[config.mk]
export PLATFORM = sky130hd
export DESIGN_NAME = uart_cmd_frm
export DESIGN_NICKNAME = d
export VERILOG_FILES = /design/src/rtl/dso_cmd_pkg.sv /design/src/rtl/resp_tx_ctrl.sv /design/src/rtl/uart_cmd_frm.sv
export SDC_FILE = /design/constraint.sdc
export NUM_CORES = 1
export LEC_CHECK = 0
export BUFFER_PORTS_ARGS = -buffer_cell sky130_fd_sc_hd__buf_2
export CAP_MARGIN = 20
export CORE_ASPECT_RATIO = 0.6
export CORE_MARGIN = 2
export CORE_UTILIZATION = 51
export CTS_CLUSTER_SIZE = 14
export DETAILED_ROUTE_END_ITERATION = 8
export PLACE_DENSITY_LB_ADDON = 0.05
export SYNTH_ARGS = -nofsm -noshare
export SYNTH_HDL_FRONTEND = slang
export SYNTH_SLANG_ARGS = --single-unit
[constraint.sdc]
create_clock -name clk -period 4.3 [get_ports clk]
set_clock_uncertainty 0.05 [all_clocks]
set_input_delay 0.215 -clock clk [delete_from_list [all_inputs] [get_ports clk]]
set_output_delay 0.215 -clock clk [all_outputs]
set_load 0.02 [all_outputs]
[src/rtl/dso_cmd_pkg.sv]
// Shared types and constants for the DSO host command path.
//   rx_state_t   : command framer receive states
//   tx_state_t   : response transmit states
//   opcodes, ACK : command byte values exchanged with the host
package dso_cmd_pkg;

    typedef enum logic [1:0] {
        IDLE,
        B1,
        B2,
        FULL
    } rx_state_t;

    typedef enum logic [1:0] {
        TX_IDLE,
        TX_START,
        TX_WAIT
    } tx_state_t;

    localparam logic [7:0] DUMP_CH  = 8'h01;
    localparam logic [7:0] CFG_GAIN = 8'h02;
    localparam logic [7:0] TRIG_LVL = 8'h03;
    localparam logic [7:0] TRIG_POS = 8'h04;
    localparam logic [7:0] SET_DEC  = 8'h05;
    localparam logic [7:0] TRIG_CFG = 8'h06;
    localparam logic [7:0] TRIG_RD  = 8'h07;
    localparam logic [7:0] EEP_WRT  = 8'h08;
    localparam logic [7:0] EEP_RD   = 8'h09;

    localparam logic [7:0] ACK      = 8'hA5;

    // True when the byte is one of the opcodes the dispatcher understands.
    function automatic logic opcode_known(input logic [7:0] op);
        return (op == DUMP_CH)  || (op == CFG_GAIN) || (op == TRIG_LVL) ||
               (op == TRIG_POS) || (op == SET_DEC)  || (op == TRIG_CFG) ||
               (op == TRIG_RD)  || (op == EEP_WRT)  || (op == EEP_RD);
    endfunction

endpackage

[src/rtl/resp_tx_ctrl.sv]
// Response transmit sequencer: latches one response byte and drives the
// UART transmitter start/done handshake.
//   clk, rst       : clock, async active-high reset
//   resp_data      : byte to send (latched on accepted send_resp)
//   send_resp      : one-cycle send request, dropped while busy
//   tx_data        : byte presented to the UART transmitter
//   trmt           : one-cycle transmit start pulse
//   tx_done        : UART transmitter finished (level)
//   resp_busy      : response in flight
//   resp_sent      : one-cycle pulse when the byte is finished
module resp_tx_ctrl
    import dso_cmd_pkg::*;
(
    input  logic       clk,
    input  logic       rst,
    input  logic [7:0] resp_data,
    input  logic       send_resp,
    output logic [7:0] tx_data,
    output logic       trmt,
    input  logic       tx_done,
    output logic       resp_busy,
    output logic       resp_sent
);

    tx_state_t  state_q;
    logic [7:0] tx_data_q;
    logic       trmt_q;
    logic       busy_q;
    logic       sent_q;
    logic       first_q;   // first TX_WAIT cycle: tx_done may still show the previous frame

    always_ff @(posedge clk or posedge rst) begin
        if (rst) begin
            state_q   <= TX_IDLE;
            tx_data_q <= 8'h00;
            trmt_q    <= 1'b0;
            busy_q    <= 1'b0;
            sent_q    <= 1'b0;
            first_q   <= 1'b0;
        end else begin
            trmt_q <= 1'b0;
            sent_q <= 1'b0;
            case (state_q)
                TX_IDLE: begin
                    if (send_resp) begin
                        tx_data_q <= resp_data;
                        busy_q    <= 1'b1;
                        state_q   <= TX_START;
                    end
                end
                TX_START: begin
                    trmt_q  <= 1'b1;
                    first_q <= 1'b1;
                    state_q <= TX_WAIT;
                end
                TX_WAIT: begin
                    if (first_q) begin
                        first_q <= 1'b0;
                    end else if (tx_done) begin
                        sent_q  <= 1'b1;
                        busy_q  <= 1'b0;
                        state_q <= TX_IDLE;
                    end
                end
                default: state_q <= TX_IDLE;
            endcase
        end
    end

    assign tx_data   = tx_data_q;
    assign trmt      = trmt_q;
    assign resp_busy = busy_q;
    assign resp_sent = sent_q;

endmodule

[src/rtl/uart_cmd_frm.sv]
// Host command framer: packs three UART bytes into a 24-bit command held
// under a ready/clear handshake, and sequences single-byte responses.
// A partial frame idle for TO_CYCLES clocks is dropped (frame_err pulse).
//   clk, rst            : clock, async active-high reset
//   rx_data, rx_rdy     : byte from UART receiver, rdy is a level
//   rx_clr_rdy          : one-cycle acknowledge of rx_data
//   cmd, cmd_rdy        : assembled command (first byte in [23:16]) and valid level
//   clr_cmd_rdy         : dispatcher consumed cmd
//   resp_data, send_resp: response byte and send request
//   tx_data, trmt       : byte and start pulse to the UART transmitter
//   tx_done             : UART transmitter finished
//   resp_busy, resp_sent: response in flight / finished pulse
//   frame_err           : partial frame dropped on timeout
module uart_cmd_frm
    import dso_cmd_pkg::*;
#(
    parameter int TO_CYCLES = 65536,
    parameter int TO_W      = 17
) (
    input  logic        clk,
    input  logic        rst,
    input  logic [7:0]  rx_data,
    input  logic        rx_rdy,
    output logic        rx_clr_rdy,
    output logic [23:0] cmd,
    output logic        cmd_rdy,
    input  logic        clr_cmd_rdy,
    input  logic [7:0]  resp_data,
    input  logic        send_resp,
    output logic [7:0]  tx_data,
    output logic        trmt,
    input  logic        tx_done,
    output logic        resp_busy,
    output logic        resp_sent,
    output logic        frame_err
);

    localparam logic [TO_W-1:0] TO_LAST = TO_W'(TO_CYCLES - 1);

    rx_state_t        state_q;
    logic [23:0]      cmd_q;
    logic             cmd_rdy_q;
    logic             rx_clr_rdy_q;
    logic             frame_err_q;
    logic [TO_W-1:0]  to_cnt_q;
    logic             accept;

    // While our acknowledge is out the UART has not yet dropped rdy; ignore
    // that cycle so the same byte is not taken twice.
    assign accept = rx_rdy & ~rx_clr_rdy_q;

    always_ff @(posedge clk or posedge rst) begin
        if (rst) begin
            state_q      <= IDLE;
            cmd_q        <= 24'h0;
            cmd_rdy_q    <= 1'b0;
            rx_clr_rdy_q <= 1'b0;
            frame_err_q  <= 1'b0;
            to_cnt_q     <= '0;
        end else begin
            rx_clr_rdy_q <= 1'b0;
            frame_err_q  <= 1'b0;
            case (state_q)
                IDLE: begin
                    to_cnt_q <= '0;
                    if (accept) begin
                        cmd_q[23:16] <= rx_data;
                        rx_clr_rdy_q <= 1'b1;
                        state_q      <= B1;
                    end
                end
                B1: begin
                    // A byte on the timeout edge takes priority over the drop.
                    if (accept) begin
                        cmd_q[15:8]  <= rx_data;
                        rx_clr_rdy_q <= 1'b1;
                        to_cnt_q     <= '0;
                        state_q      <= B2;
                    end else if (to_cnt_q == TO_LAST) begin
                        frame_err_q <= 1'b1;
                        to_cnt_q    <= '0;
                        state_q     <= IDLE;
                    end else begin
                        to_cnt_q <= to_cnt_q + 1'b1;
                    end
                end
                B2: begin
                    if (accept) begin
                        cmd_q[7:0]   <= rx_data;
                        rx_clr_rdy_q <= 1'b1;
                        cmd_rdy_q    <= 1'b1;
                        to_cnt_q     <= '0;
                        state_q      <= FULL;
                    end else if (to_cnt_q == TO_LAST) begin
                        frame_err_q <= 1'b1;
                        to_cnt_q    <= '0;
                        state_q     <= IDLE;
                    end else begin
                        to_cnt_q <= to_cnt_q + 1'b1;
                    end
                end
                FULL: begin
                    // Incoming bytes stay pending in the UART until consumed.
                    to_cnt_q <= '0;
                    if (clr_cmd_rdy) begin
                        cmd_rdy_q <= 1'b0;
                        state_q   <= IDLE;
                    end
                end
                default: state_q <= IDLE;
            endcase
        end
    end

    assign cmd        = cmd_q;
    assign cmd_rdy    = cmd_rdy_q;
    assign rx_clr_rdy = rx_clr_rdy_q;
    assign frame_err  = frame_err_q;

    resp_tx_ctrl u_tx (
        .clk       (clk),
        .rst       (rst),
        .resp_data (resp_data),
        .send_resp (send_resp),
        .tx_data   (tx_data),
        .trmt      (trmt),
        .tx_done   (tx_done),
        .resp_busy (resp_busy),
        .resp_sent (resp_sent)
    );

endmodule

==> flow_metrics.py <==
metrics = {
    "outcome": {
        "status": "complete, no violations",
    },
    "die": {
        "initial_core_util": 0.5223,
        "die_area_um2": 5733,
        "core_area_um2": 5005,
        "fp.dieW_um": 96.42,
        "dieHeight_um": 59.46,
        "pin_count": 60,
        "num_rows": 20,
    },
    "cts": {
        "cts_resized": 0,
        "cts_setup_buffers": 0,
        "cts_tree": "yes",
        "holdBufCountCts": 1,
        "clkSinkCount": 60,
        "clkLatencyLatePin_ns": 0.33,
        "h-tree-depth": 3,
        "cts-buffers-inserted": 9,
        "cts_root_buf": "clkbuf_8",
        "clk_path_buf_depth": 2,
        "clk_pin_slew_ns": 0.07,
    },
    "power": {
        "p_per_area_nw_per_um2": 678.3,
        "ir_drop_mv": 0.3833,
        "p_leak_nw": 1.547,
    },
    "synth": {
        "ys_seq_area_frac": 0.5744,
        "synth_area_um2": 2614,
        "yosys-top-cells-count": "dfrtp_1, mux2_2, nor2_1, nand2_1",
        "ys_async_sr_fraction": 1.000,
        "ys_ff_latch": 60,
        "yosys_warnings": 0,
        "ys_top_cells_by_area": "dfrtp_1, mux2_2, ha_1",
        "avgSynthCellArea_um2": 12.39,
        "yosysTopAreaCellShare": 0.5744,
        "ys_types": 30,
        "ys.flop_type": "dfrtp_1",
        "synth_most_common_cell": "dfrtp_1",
        "syn_nets": 243,
        "netlist_instances": 211,
        "yosysTopAreaCell": "dfrtp_1",
        "synth_edf_count": 0,
    },
    "global_route": {
        "grt_use_total": 0.1914,
        "grt_start_max_net_pins": 39,
        "grt_pass1_vias": 1702,
        "overflow": 0,
        "antenna_found_initial": 0,
        "grt_pass1_wl_mm": 8.073,
    },
    "timing": {
        "layout_min_cycle_time_ns": 1.879,
        "finalHoldViolations": 0,
        "clock.fmax_ghz": 0.5321,
        "setup_viol": 0,
        "finalMaxSlewViolations": 0,
        "finalSetupTns_ns": 0,
        "worstMarginPinSlew_ns": 0.4890,
        "rsz0062_at_grt": "false",
        "relSlewSlack": 0.6735,
        "hold_slack_ns": 0.06468,
        "timing.final.crit_share": 0.4370,
    },
    "place": {
        "gp_congestion": 0.7754,
        "dp.final_hpwl_mm": 3.486,
        "portBuffers": 59,
        "dp_cells": 334,
    },
    "setup_path": {
        "cp_max_fo": 16,
        "worstPathRequired_ns": 4.46,
        "rr_startpoint": "to_cnt_q[0]",
        "r2r_slack_ns": 2.42,
        "critPathLaunchType": "flop",
        "cp_cell_sequence": "ha_1, nand4_2, or4_4, nand3_4, a21oi_1",
        "endpoint_kind": "flop",
        "rr_worst_depth": 5,
        "slowest_stage": "or4_4",
        "worst-setup-path-type": "flop to flop",
        "cpPeakStageDelay_ns": 0.59,
        "reg2reg_to": "to_cnt_q[15]",
        "cp.arrival_ns": 2.04,
    },
    "final_layout": {
        "final-instance-count-excl-fill": 351,
        "area_growth_syn_to_layout_pct": 21.40,
        "drive_gt1_frac": 0.3965,
        "nNetsFinal": 312,
        "n_fill_cell": 414,
        "antenna_cells": 0,
    },
    "detailed_routing": {
        "post_drt_wl_per_cell_um": 13.81,
        "vias": 1764,
        "detail_route.vias_per_cell": 5.026,
        "drt_iter0_drc": 119,
        "routed_wl_mm": 4.847,
        "dr.pass1.iters": 5,
        "drcViolationCount": 0,
        "postRouteAntennaNets": 0,
    },
    "hold_path": {
        "hp-start": "resp_data[0]",
        "hp-class": "primary input to flop",
        "min_path_cells": 2,
        "min_to": "u_tx.tx_data[0]",
    },
    "run": {
        "maxCapViolCount": 0,
    },
}
## flip-flops by register name, indices dropped and copies added, names as in the netlist, 2 cells and up
register / flops
state_q: 2
to_cnt_q: 17
u_tx.tx_data: 8
u_tx.state_q: 2
cmd: 24
## where the power goes
group	total [mW]	switching (mW)	internal, mW
clock	0.462	0.209	0.253
combinational	0.837	0.492	0.345
sequential	0.853	0.0953	0.758
## layout by cell type, fill, tap and decap left out, drive strengths merged, types with 2 or more instances in the layout
cell / count
ha: 10
nor2b: 3
nand3: 6
or3: 2
nand4: 7
o21ai: 6
nor4: 3
nand2b: 2
inv: 8
xnor2: 6
dfrtp: 60
clkbuf: 12
buf: 60
nand2: 14
and3: 4
a21oi: 10
a21o: 2
xor2: 6
clkinv: 3
mux2: 32
nor2: 20
## cells by family (layout without fill, tap and decap cells)
kind of cell / after synthesis / count (layout) / synth area share
multiplexers: 33 / 33 / 0.1417
AO/OA/AOI/OAI: 20 / 20 / 0.04213
flip-flops: 60 / 60 / 0.5744
XOR/XNOR: 12 / 12 / 0.04021
adder cells (fa/ha/maj): 10 / 10 / 0.04787
buffers and inverters: 11 / 85 / 0.02058
AND/OR/NAND/NOR: 65 / 65 / 0.1331
## per-stage QoR
| step | util | worst slack [ns] | area [um^2] | total power, mW |
|---|---|---|---|---|
| finish | 0.6340 | 2.421 | 3173 | 2.152 |
| global route | 0.6340 | 2.314 | 3173 | 2.311 |
| CTS | 0.6340 | 2.422 | 3173 | 2.173 |
| detailed placement | 0.5945 | 2.422 | 2975 | 1.706 |
| global placement | 0.5945 | 2.479 | 2975 | 1.693 |
| floorplan | - | 2.549 | 2614 | 1.459 |
## per-layer routing
layer  GRT usage  wire, um
met5           0         0
met4     0.06036        34
met3     0.08524       381
met2      0.2609      1934
met1      0.2742      2498
## area by class of cell
type	count	area [um^2]	area share
inverter	8	30.03	0.009464
timing repair buffer	61	312.8	0.09858
clock buffer	12	165.2	0.05205
clock inverter	4	22.52	0.007098
tap	66	82.58	0.02603
multi-input combinational	140	1059	0.3336
sequential	60	1501	0.4732
## worst max-delay path, delay by kind of cell (launching register included)
| kind | cells | cell delay, ns |
|---|---|---|
| simple gates | 3 | 0.99 |
| compound gates | 1 | 0.08 |
| flops | 1 | 0.36 |
| fa+ha+maj | 1 | 0.28 |
## worst max path at each step
| stage | start | endpoint | slack (ns) | cells past startpoint |
|---|---|---|---|---|
| 2_1_floorplan | rst | cmd[0] | 2.55 | 1 |
| 4_1_cts | to_cnt_q[0] | to_cnt_q[3] | 2.42 | 5 |
| 6_report | to_cnt_q[0] | to_cnt_q[15] | 2.42 | 5 |
| 3_3_place_gp | to_cnt_q[0] | to_cnt_q[6] | 2.48 | 5 |
| 3_5_place_dp | to_cnt_q[0] | to_cnt_q[11] | 2.42 | 5 |
| 5_1_grt | to_cnt_q[0] | to_cnt_q[2] | 2.31 | 5 |
Note: power is estimated with default switching activity, not from simulation.
